$ cat src/rtl/uart_pkg.sv
// uart_pkg: baud table, divisor helpers and select type shared by the UART baud generator, TX and RX.
package uart_pkg;
   typedef logic [2:0] baud_sel_t;
   localparam int BAUD_TABLE [8] = '{1200, 2400, 4800, 9600, 19200, 38400, 57600, 115200};
   localparam int DEF_CLK_HZ = 100_000_000;
   localparam int DEF_OVS    = 16;
   function automatic int baud_div(input int clk_hz, input int ovs, input int idx);
      return (clk_hz + BAUD_TABLE[idx] * ovs / 2) / (BAUD_TABLE[idx] * ovs);
   endfunction
   // The table is ascending, so index 0 always carries the largest divisor.
   function automatic int div_width(input int clk_hz, input int ovs);
      return $clog2(baud_div(clk_hz, ovs, 0) + 1);
   endfunction
   localparam int DIV_W = div_width(DEF_CLK_HZ, DEF_OVS);
endpackage

$ cat src/rtl/uart_baud_gen_if.sv
// uart_baud_gen_if: rate-select controls and tick outputs of the baud generator.
interface uart_baud_gen_if;
   import uart_pkg::*;
   logic      enable;
   baud_sel_t baud_sel;
   logic      sam_tick;
   logic      bd_tick;
   logic      aux_tick;
   logic      sel_chg;
   baud_sel_t cur_sel;
   modport master (output enable, baud_sel, input sam_tick, bd_tick, aux_tick, sel_chg, cur_sel);
   modport slave  (input enable, baud_sel, output sam_tick, bd_tick, aux_tick, sel_chg, cur_sel);
endinterface

$ cat src/rtl/uart_baud_gen_tick_div.sv
// tick_div: modulo-(i_max+1) counter with enable and synchronous clear; o_wrap flags the wrapping cycle.
module tick_div #(
   parameter int W = 8
) (
   input  logic         clk,
   input  logic         rst,
   input  logic         i_en,
   input  logic         i_clr,
   input  logic [W-1:0] i_max,
   output logic         o_wrap
);
   logic [W-1:0] r_cnt;
   assign o_wrap = i_en && r_cnt == i_max;
   always_ff @(posedge clk) begin
      if (rst || i_clr) r_cnt <= '0;
      else if (i_en) r_cnt <= o_wrap ? '0 : r_cnt + W'(1);
   end
endmodule

$ cat src/rtl/uart_baud_gen.sv
// uart_baud_gen: oversample, bit-rate and aux clock-enable generator with run-time baud selection.
// Define UART_BAUD_FRAC_EN to replace the integer sample divider with an exact-rate phase accumulator.
module uart_baud_gen
   import uart_pkg::*;
#(
   parameter int        CLK_HZ     = 100_000_000,
   parameter int        OVERSAMPLE = 16,
   parameter int        AUX_DIV    = 4,
   parameter baud_sel_t RESET_SEL  = 3'd3
) (
   input logic            sysclk,
   input logic            reset,
   uart_baud_gen_if.slave bus
);
   localparam int SUB_W = $clog2(OVERSAMPLE);
   localparam int AUX_W = $clog2(AUX_DIV);
   baud_sel_t r_sel_q, r_cur_sel;
   logic      r_sam_tick, r_bd_tick, r_aux_tick, r_sel_chg;
   logic      w_chg, w_sam_wrap, w_bd_wrap, w_aux_wrap;
   assign w_chg = r_sel_q != r_cur_sel;
`ifdef UART_BAUD_FRAC_EN
   localparam int ACC_W = $clog2(CLK_HZ + BAUD_TABLE[7] * OVERSAMPLE);
   logic [ACC_W-1:0] r_acc, w_sum;
   logic [ACC_W-1:0] w_inc [8];
   for (genvar i = 0; i < 8; i++) begin : g_inc
      assign w_inc[i] = ACC_W'(BAUD_TABLE[i] * OVERSAMPLE);
   end
   assign w_sum      = r_acc + w_inc[r_cur_sel];
   assign w_sam_wrap = bus.enable && w_sum >= ACC_W'(CLK_HZ);
   always_ff @(posedge sysclk) begin
      if (reset || w_chg) r_acc <= '0;
      else if (bus.enable) r_acc <= w_sam_wrap ? w_sum - ACC_W'(CLK_HZ) : w_sum;
   end
`else
   localparam int DIV_W = div_width(CLK_HZ, OVERSAMPLE);
   logic [DIV_W-1:0] w_div_max [8];
   for (genvar i = 0; i < 8; i++) begin : g_div
      assign w_div_max[i] = DIV_W'(baud_div(CLK_HZ, OVERSAMPLE, i) - 1);
   end
   tick_div #(.W(DIV_W)) u_sam (
      .clk(sysclk), .rst(reset), .i_en(bus.enable), .i_clr(w_chg),
      .i_max(w_div_max[r_cur_sel]), .o_wrap(w_sam_wrap)
   );
`endif
   tick_div #(.W(SUB_W)) u_sub (
      .clk(sysclk), .rst(reset), .i_en(w_sam_wrap), .i_clr(w_chg),
      .i_max(SUB_W'(OVERSAMPLE - 1)), .o_wrap(w_bd_wrap)
   );
   tick_div #(.W(AUX_W)) u_aux (
      .clk(sysclk), .rst(reset), .i_en(1'b1), .i_clr(1'b0),
      .i_max(AUX_W'(AUX_DIV - 1)), .o_wrap(w_aux_wrap)
   );
   // A rate change takes priority over any divider wrap landing on the same edge.
   always_ff @(posedge sysclk) begin
      if (reset) begin
         r_sel_q    <= RESET_SEL;
         r_cur_sel  <= RESET_SEL;
         r_sel_chg  <= 1'b0;
         r_sam_tick <= 1'b0;
         r_bd_tick  <= 1'b0;
         r_aux_tick <= 1'b0;
      end else begin
         r_sel_q    <= bus.baud_sel;
         r_cur_sel  <= w_chg ? r_sel_q : r_cur_sel;
         r_sel_chg  <= w_chg;
         r_sam_tick <= w_sam_wrap && !w_chg;
         r_bd_tick  <= w_bd_wrap && !w_chg;
         r_aux_tick <= w_aux_wrap;
      end
   end
   assign bus.sam_tick = r_sam_tick;
   assign bus.bd_tick  = r_bd_tick;
   assign bus.aux_tick = r_aux_tick;
   assign bus.sel_chg  = r_sel_chg;
   assign bus.cur_sel  = r_cur_sel;
endmodule
$ cat src/flat_wrapper.sv
// flat-port wrapper written by rule: the top's interface ports become plain ports
module uart_baud_gen_flat import uart_pkg::*;
#(
   parameter int        CLK_HZ     = 100_000_000,
   parameter int        OVERSAMPLE = 16,
   parameter int        AUX_DIV    = 4,
   parameter baud_sel_t RESET_SEL  = 3'd3
)
  (sysclk, reset, bus_enable, bus_baud_sel, bus_sam_tick, bus_bd_tick, bus_aux_tick, bus_sel_chg, bus_cur_sel);
  uart_baud_gen_if bus_i ();
  input logic sysclk;
  input logic reset;
  input wire logic [$bits(bus_i.enable)-1:0] bus_enable;
  input wire logic [$bits(bus_i.baud_sel)-1:0] bus_baud_sel;
  output wire logic [$bits(bus_i.sam_tick)-1:0] bus_sam_tick;
  output wire logic [$bits(bus_i.bd_tick)-1:0] bus_bd_tick;
  output wire logic [$bits(bus_i.aux_tick)-1:0] bus_aux_tick;
  output wire logic [$bits(bus_i.sel_chg)-1:0] bus_sel_chg;
  output wire logic [$bits(bus_i.cur_sel)-1:0] bus_cur_sel;
  assign bus_i.enable = bus_enable;
  assign bus_i.baud_sel = bus_baud_sel;
  assign bus_sam_tick = bus_i.sam_tick;
  assign bus_bd_tick = bus_i.bd_tick;
  assign bus_aux_tick = bus_i.aux_tick;
  assign bus_sel_chg = bus_i.sel_chg;
  assign bus_cur_sel = bus_i.cur_sel;
  uart_baud_gen #(.CLK_HZ(CLK_HZ), .OVERSAMPLE(OVERSAMPLE), .AUX_DIV(AUX_DIV), .RESET_SEL(RESET_SEL)) u_core (.sysclk(sysclk), .reset(reset), .bus(bus_i));
endmodule
$ cat config.mk
export PLATFORM = sky130hd
export DESIGN_NAME = uart_baud_gen_flat
export DESIGN_NICKNAME = d
export VERILOG_FILES = /design/src/rtl/uart_pkg.sv /design/src/rtl/uart_baud_gen_if.sv /design/src/rtl/uart_baud_gen_tick_div.sv /design/src/rtl/uart_baud_gen.sv /design/src/flat_wrapper.sv
export SDC_FILE = /design/constraint.sdc
export NUM_CORES = 1
export LEC_CHECK = 0
export CAP_MARGIN = 20
export CORE_ASPECT_RATIO = 1.2
export CORE_MARGIN = 10
export CORE_UTILIZATION = 40
export CTS_CLUSTER_DIAMETER = 60
export CTS_CLUSTER_SIZE = 16
export DETAILED_ROUTE_END_ITERATION = 12
export HOLD_SLACK_MARGIN = 0.08
export PLACE_DENSITY = 0.56
export RECOVER_POWER = 25
export SETUP_SLACK_MARGIN = 0.05
export SLEW_MARGIN = 10
export SYNTH_ARGS = -nofsm -noshare
export SYNTH_HDL_FRONTEND = slang
export SYNTH_HIERARCHICAL = 1
export SYNTH_SLANG_ARGS = --single-unit
export TNS_END_PERCENT = 50
$ cat constraint.sdc
create_clock -name sysclk -period 3 [get_ports sysclk]
set_input_delay 0.9 -clock sysclk [delete_from_list [all_inputs] [get_ports sysclk]]
set_output_delay 0.9 -clock sysclk [all_outputs]
set_load 0.005 [all_outputs]
Yosys cells after proc, flatten, opt, wreduce, memory -nomap -nowiden

Memories as Yosys holds them, arrays and structs flattened.
Index checks and enable logic that the tools add are counted.

Input bits: 6
Memories: 1
Logic and storage cells: 30
Flip-flop bits (word level): 29
Memory bits (read-only): 104
Output and inout bits: 7

Memories:

| name            | depth | width | read ports | clocked after Yosys merged registers in | wr ports | line                | text |
|---|---|---|---|---|---|---|---|
| (no name shown) | 8     | 13    | 1          | 0                                       | 0        | uart_baud_gen.sv:42 | `.i_max(w_div_max[r_cur_sel]), .o_wrap(w_sam_wrap)` |

Bitwise logic cells: 1
Reduce and logical (&&, ||, !) cells: 7
Mux-type cells: 4
$add $sub $neg: 3
Order comparisons: 1
Equal/unequal tests: 4

Operator list:

| cell                    | count |
|---|---|
| $mux W13                | 3 |
| $add A13 B1 Y13 const B | 1 |
| $eq A13 B13 Y1          | 1 |
| $add A4 B1 Y4 const B   | 1 |
| $eq A4 B4 Y1 const B    | 1 |
| $ge A4 B4 Y1 const B    | 1 |
| $logic_and A1 B1 Y1     | 4 |
| $mux W4                 | 1 |
| $not A3 Y4              | 1 |
| $ne A3 B3 Y1            | 1 |
| $add A2 B1 Y2 const B   | 1 |
| $eq A2 B2 Y1 const B    | 1 |
| $reduce_or A2 Y1        | 1 |
| $logic_not A1 Y1        | 1 |
| $logic_or A1 B1 Y1      | 1 |

Logic depth before layout (Yosys ltp)

Depth after elaboration: 8
Mapped depth: 12
Mapped depth without buffers: 11

Hierarchy

The synthesis kept the hierarchy.

By module, submodules not included:

| module                   | cells each | instances | seq. area each (um^2) | area an instance (um^2) |
|---|---|---|---|---|
| tick_div at u_core.u_sam | 84         | 1         | 260.2                 | 760.7 |
| uart_baud_gen            | 57         | 1         | 200.2                 | 573.0 |
| tick_div at u_core.u_sub | 24         | 1         | 80.1                  | 246.5 |
| tick_div at u_core.u_aux | 12         | 1         | 40.0                  | 125.1 |

Worst setup path after synthesis

OpenSTA, ideal clock, no wires.

Kind: register -> register
Start point: register u_core.r_cur_sel[0], in the netlist u_core/bus.cur_sel[0]
End point: register u_core.r_bd_tick, in the netlist u_core/bus.bd_tick
Cell stages (with the launch flop): 12
Clock period less this slack: 2591 ps
Data arrival time: 2503 ps
Data required time: 2912 ps
Library setup time: 88 ps
Buffers on the path: 1
Path slack: 409 ps
Path through: dfxtp_1 -> inv_1 -> ha_1 -> mux2_2 -> xnor2_1 -> nand4_1 -> nor4_2 -> buf_4 -> and4_4 -> and2_2 -> nand2b_1 -> nor4_2

Word-level cells in the longest chain between the ends: 8
Elaborated cells on any way between the ends: 10
Classes of those cells: eq/ne (2); mux (2); bitwise (1); reduce/logical (4); memory (1)

Ends and longest elaborated chain:

| item                                         | line                         | text |
|---|---|---|
| start: declaration                           | uart_baud_gen.sv:17          | `baud_sel_t r_sel_q, r_cur_sel;` |
| start signal: assignment                     | uart_baud_gen.sv:64          | `r_cur_sel <= w_chg ? r_sel_q : r_cur_sel;` |
| $not A3 Y4 (not written as such)             | uart_baud_gen.sv:42          |  |
| $mem_v2 Z8 W13                               | n/a                          |  |
| $mux W13 (not written as such) (2 in series) | uart_baud_gen.sv:42          |  |
| $eq A13 B13 Y1                               | uart_baud_gen_tick_div.sv:13 | `assign o_wrap = i_en && r_cnt == i_max;` |
| $logic_and A1 B1 Y1                          | uart_baud_gen_tick_div.sv:13 |  |
| net u_core.w_sam_wrap                        | uart_baud_gen.sv:19          | `logic w_chg, w_sam_wrap, w_bd_wrap, w_aux_wrap;` |
| $logic_and A1 B1 Y1                          | uart_baud_gen_tick_div.sv:13 |  |
| net u_core.w_bd_wrap                         | uart_baud_gen.sv:19          |  |
| $logic_and A1 B1 Y1                          | uart_baud_gen.sv:67          | `r_bd_tick <= w_bd_wrap && !w_chg;` |
| end signal: assignment                       | uart_baud_gen.sv:67          |  |
| end: declaration                             | uart_baud_gen.sv:18          | `logic r_sam_tick, r_bd_tick, r_aux_tick, r_sel_chg;` |

The timed path passes the listed nets, and every way through them passes these cells. The select of a mux whose other input is x is not followed.
A chain may end at the register's enable or synchronous reset.

Worst setup path after layout

Start point: register u_core.r_cur_sel[1], in the netlist u_core/bus.cur_sel[1]
End point: register u_core.u_sub.r_cnt[2]

Word-level cells in the longest chain between the ends: 8
Elaborated cells on any way between the ends: 10
Classes of those cells: eq/ne (2); mux (3); bitwise (1); reduce/logical (3); memory (1)

Ends and longest elaborated chain:

| item                                             | line                         | text |
|---|---|---|
| $not A3 Y4 (not written as such) (*)             | uart_baud_gen.sv:42          |  |
| $mem_v2 Z8 W13 (*)                               | n/a                          |  |
| $mux W13 (not written as such) (*) (2 in series) | uart_baud_gen.sv:42          |  |
| $eq A13 B13 Y1 (*)                               | uart_baud_gen_tick_div.sv:13 |  |
| $logic_and A1 B1 Y1 (*)                          | uart_baud_gen_tick_div.sv:13 |  |
| net u_core.w_sam_wrap                            | uart_baud_gen.sv:19          |  |
| $logic_and A1 B1 Y1                              | uart_baud_gen_tick_div.sv:13 |  |
| $mux W4                                          | uart_baud_gen_tick_div.sv:16 | `else if (i_en) r_cnt <= o_wrap ? '0 : r_cnt + W'(1);` |
| end signal: assignment                           | uart_baud_gen_tick_div.sv:16 |  |
| end: declaration                                 | uart_baud_gen_tick_div.sv:12 | `logic [W-1:0] r_cnt;` |

Mark *: on every way through the listed nets, which the timed path passes. The rest lies on a longest branch. The select of a mux whose other input is x is not followed.

==> qor.csv <==
metric,value,unit
layout cells sized above 1,14.3,%
Cells after Synth,177,
CTS tree,built,
cts bufs inserted,5,
Synth Area in Adders,6.60,%
Die Y,91.5,µm
clock buffer depth,2,
worst reg2reg path depth,10,
R2R Setup Slk,0.40,ns
Max Transition Viols Final,0,
switching power,0.000195,W
worst min-delay path category,flip-flop to flip-flop,
total wire length,3450,µm
CP Capture Type,flip-flop,
Port Buffers,12,
VDD IR max,0.201,mV
largest family of logic cells by synthesized area,simple AND/OR/NAND/NOR gates,
design internal power,0.000645,W
Starting Density,42.3,%
distinct cell type count after synthesis,42,
fin cells,264,
drt pass-1 iters,4,
Die ar.,7290,µm²
final worst slack,0.402,ns
crit path time final,2.60,ns
Hold Crit Depth,1,
Ys Warns,6,
PwrDens,412,nW/µm²
Flop pwr share,47.7,%
GRT Overall Usage,9.97,%
setup TNS,0,ns
Critical R2R Launch,u_core/bus.cur_sel[1],
Max-cap violations,0,
Reg area,582,µm²
"EDFF count, synth",0,
grt ovf,0,
ys flop type,dfxtp_1,
post-route cell area,2040,µm²
ANT cells,0,
Inst Count DP,256,
Clock Skews,0.00455,ns
Final Core Density,50.5,%
number of global-route vias before repair,1294,
critical setup path kind,flip-flop to flip-flop,
Hold Crit Start,u_core/r_sel_q[2],
"Avg Cell Area, Syn",9.63,µm²
"commonest non-fill, non-tap cell in the layout",dfxtp_1,
Logic pwr share,10.8,%
H-tree levels,2,
fill cell count,388,
fmax,385,MHz
sequential share of the synthesized area,34.0,%
Synth Area in Compound Gates,7.92,%
pre-CTS setup slack,0.241,ns
"Max FO, Critical Path",17,
Post-Synth XOR/XNOR Area,19.5,%
DRC viols,0,
IO Count,13,
Post CTS Setup Buffer Count,0,
Synth Area in Simple Gates,25.2,%
DPL Wire Length,2660,µm
nets,224,
DR WL/cell,13.1,µm
GPL Wtd Cong,0.771,
crit path DAT,2.78,ns
die width,79.6,µm
via density per instance,4.88,
vias,1287,
Clk pwr share,41.4,%
Core ar.,4040,µm²
first-pass GRT wire length,5910,µm
final hold violations,0,
outcome,"finished, final reports clean",
endpoints failing setup,0,
hold endpoint,u_core/bus.cur_sel[2],
post-route ant nets,0,
Clock Sinks,29,
Post-DP Area,1940,µm²
area of the multi-input gates,1120,µm²
Row Count,25,
switching share of power,23.2,%
Worst EP required,3.19,ns
Post-Syn Area,1710,µm²
Final Cycle Share,86.6,%
initial antenna violation count,0,
largest net degree at the start of global routing,18,
RSZ-0062 raised after global routing,no,
clk root buf,clkbuf_8,
Static Leak,0.746,nW
worst-skew pair later-pin latency,0.28,ns
R2R Path End,u_core/u_sub/r_cnt[2],
Seq cells post-synth,29,
multiplexer area fraction after synthesis,3.08,%
Area growth syn-to-layout,19.5,%
ys async rst share,0,%
DR iter-0 viols,46,
most frequent cells in the layout,"28 x dfxtp_1, 26 x xnor2_1, 16 x conb_1",
"Clk pin slew, worst setup/hold paths",0.06,ns
crit start category,flip-flop,
metal layers:
metal | track usage [%] | share of wire (%)
met2 | 17.2 | 53
met4 | 4.19 | 1.4
met5 | 0 | 0
met1 | 11.0 | 43
met3 | 2.76 | 2.7
power by group through the flow:
stage	logic (W)	clock network [W]	registers, W
after floorplan	0.0000633	0	0.000408
final	0.0000909	0.000348	0.000401
after detailed placement	0.0000918	0	0.000409
after CTS	0.0000926	0.000361	0.000401
after global placement	0.0000914	0	0.000409
after global routing	0.000103	0.000379	0.000402
final cells by class:
type | instances | area share (%)
well taps | 54 | 3.31
clock inverters | 1 | 0.246
flip-flops and latches | 29 | 28.5
inverters | 3 | 0.552
multi-input cells | 153 | 55.1
clock buffers | 7 | 4.73
repair buffers | 17 | 7.55
cell families (layout without fill, tap and decap cells):
| kind of cell | Yosys count | in the layout |
|---|---|---|
| xor+xnor | 38 | 38 |
| mux | 5 | 5 |
| buf+inv | 9 | 28 |
| other cells | 2 | 16 |
| compound gates | 19 | 19 |
| flops | 29 | 29 |
| fa+ha+maj | 9 | 9 |
| simple gates | 66 | 66 |
Yosys cell counts, types with 2 or more instances:
cell / instances / area, µm²
nor3_1: 10 / 50.1
nor2_1: 2 / 7.51
nand4_1: 5 / 31.3
or2_2: 6 / 37.5
a21o_1: 4 / 30.0
nand2_1: 7 / 26.3
xor2_1: 12 / 105
buf_2: 2 / 10.0
or3_1: 2 / 12.5
buf_6: 2 / 22.5
ha_1: 9 / 113
o41ai_1: 2 / 17.5
mux2i_1: 3 / 30.0
xnor2_1: 26 / 228
inv_1: 3 / 11.3
a21oi_1: 3 / 15.0
nand3_1: 5 / 25.0
nor4_2: 4 / 50.1
nor2b_1: 6 / 37.5
mux2_2: 2 / 22.5
and4_1: 2 / 17.5
nor4b_1: 2 / 17.5
o21ai_0: 3 / 15.0
a211oi_1: 4 / 30.0
nand2b_1: 5 / 31.3
dfxtp_1: 29 / 581
conb_1: 2 / 7.51
what timing repair did:
item	4_1_cts	5_1_grt
resized for setup	0	1
hold endpoints to repair	0	0
setup endpoints to repair	0	2
hold buffers	0	0
state kept, by name, indices dropped and copies added (netlist names):
| name | flops |
|---|---|
| u_core/u_sam/r_cnt | 13 |
| u_core/u_sub/r_cnt | 4 |
| u_core/bus.cur_sel | 3 |
| u_core/r_sel_q | 3 |
| u_core/u_aux/r_cnt | 2 |
| u_core/bus.aux_tick | 1 |
| u_core/bus.bd_tick | 1 |
| u_core/bus.sam_tick | 1 |
| u_core/bus.sel_chg | 1 |
per-stage QoR:
stage	hold WS, ns	power, W
2_1_floorplan	0.475	0.000472
6_report	0.515	0.000840
3_5_place_dp	0.503	0.000501
4_1_cts	0.519	0.000854
3_3_place_gp	0.496	0.000500
5_1_grt	0.528	0.000884
worst max-delay path by stage:
stage / startpoint / endpoint / slack, ns / cells after the start
floorplan: u_core/bus.cur_sel[0] / u_core/bus.bd_tick / 0.41 / 11
global placement: bus_enable / u_core/u_sub/r_cnt[2] / 0.37 / 7
detailed placement: bus_enable / u_core/u_sub/r_cnt[2] / 0.24 / 7
CTS: u_core/bus.cur_sel[1] / u_core/u_sub/r_cnt[2] / 0.24 / 10
global route: u_core/bus.cur_sel[1] / u_core/u_sub/r_cnt[2] / 0.10 / 10
finish: u_core/bus.cur_sel[1] / u_core/u_sub/r_cnt[2] / 0.40 / 10
worst max-delay path: stages, from the launching register on:
cell      delay [ns]
dfxtp_2         0.43
inv_1           0.11
ha_1            0.28
mux2i_1         0.21
xnor2_1         0.15
nand4_1         0.19
nor4_2          0.35
buf_4           0.30
nand2_1         0.11
xor2_1          0.15
a311oi_1        0.23
Note: power is estimated with default switching activity, not from simulation.
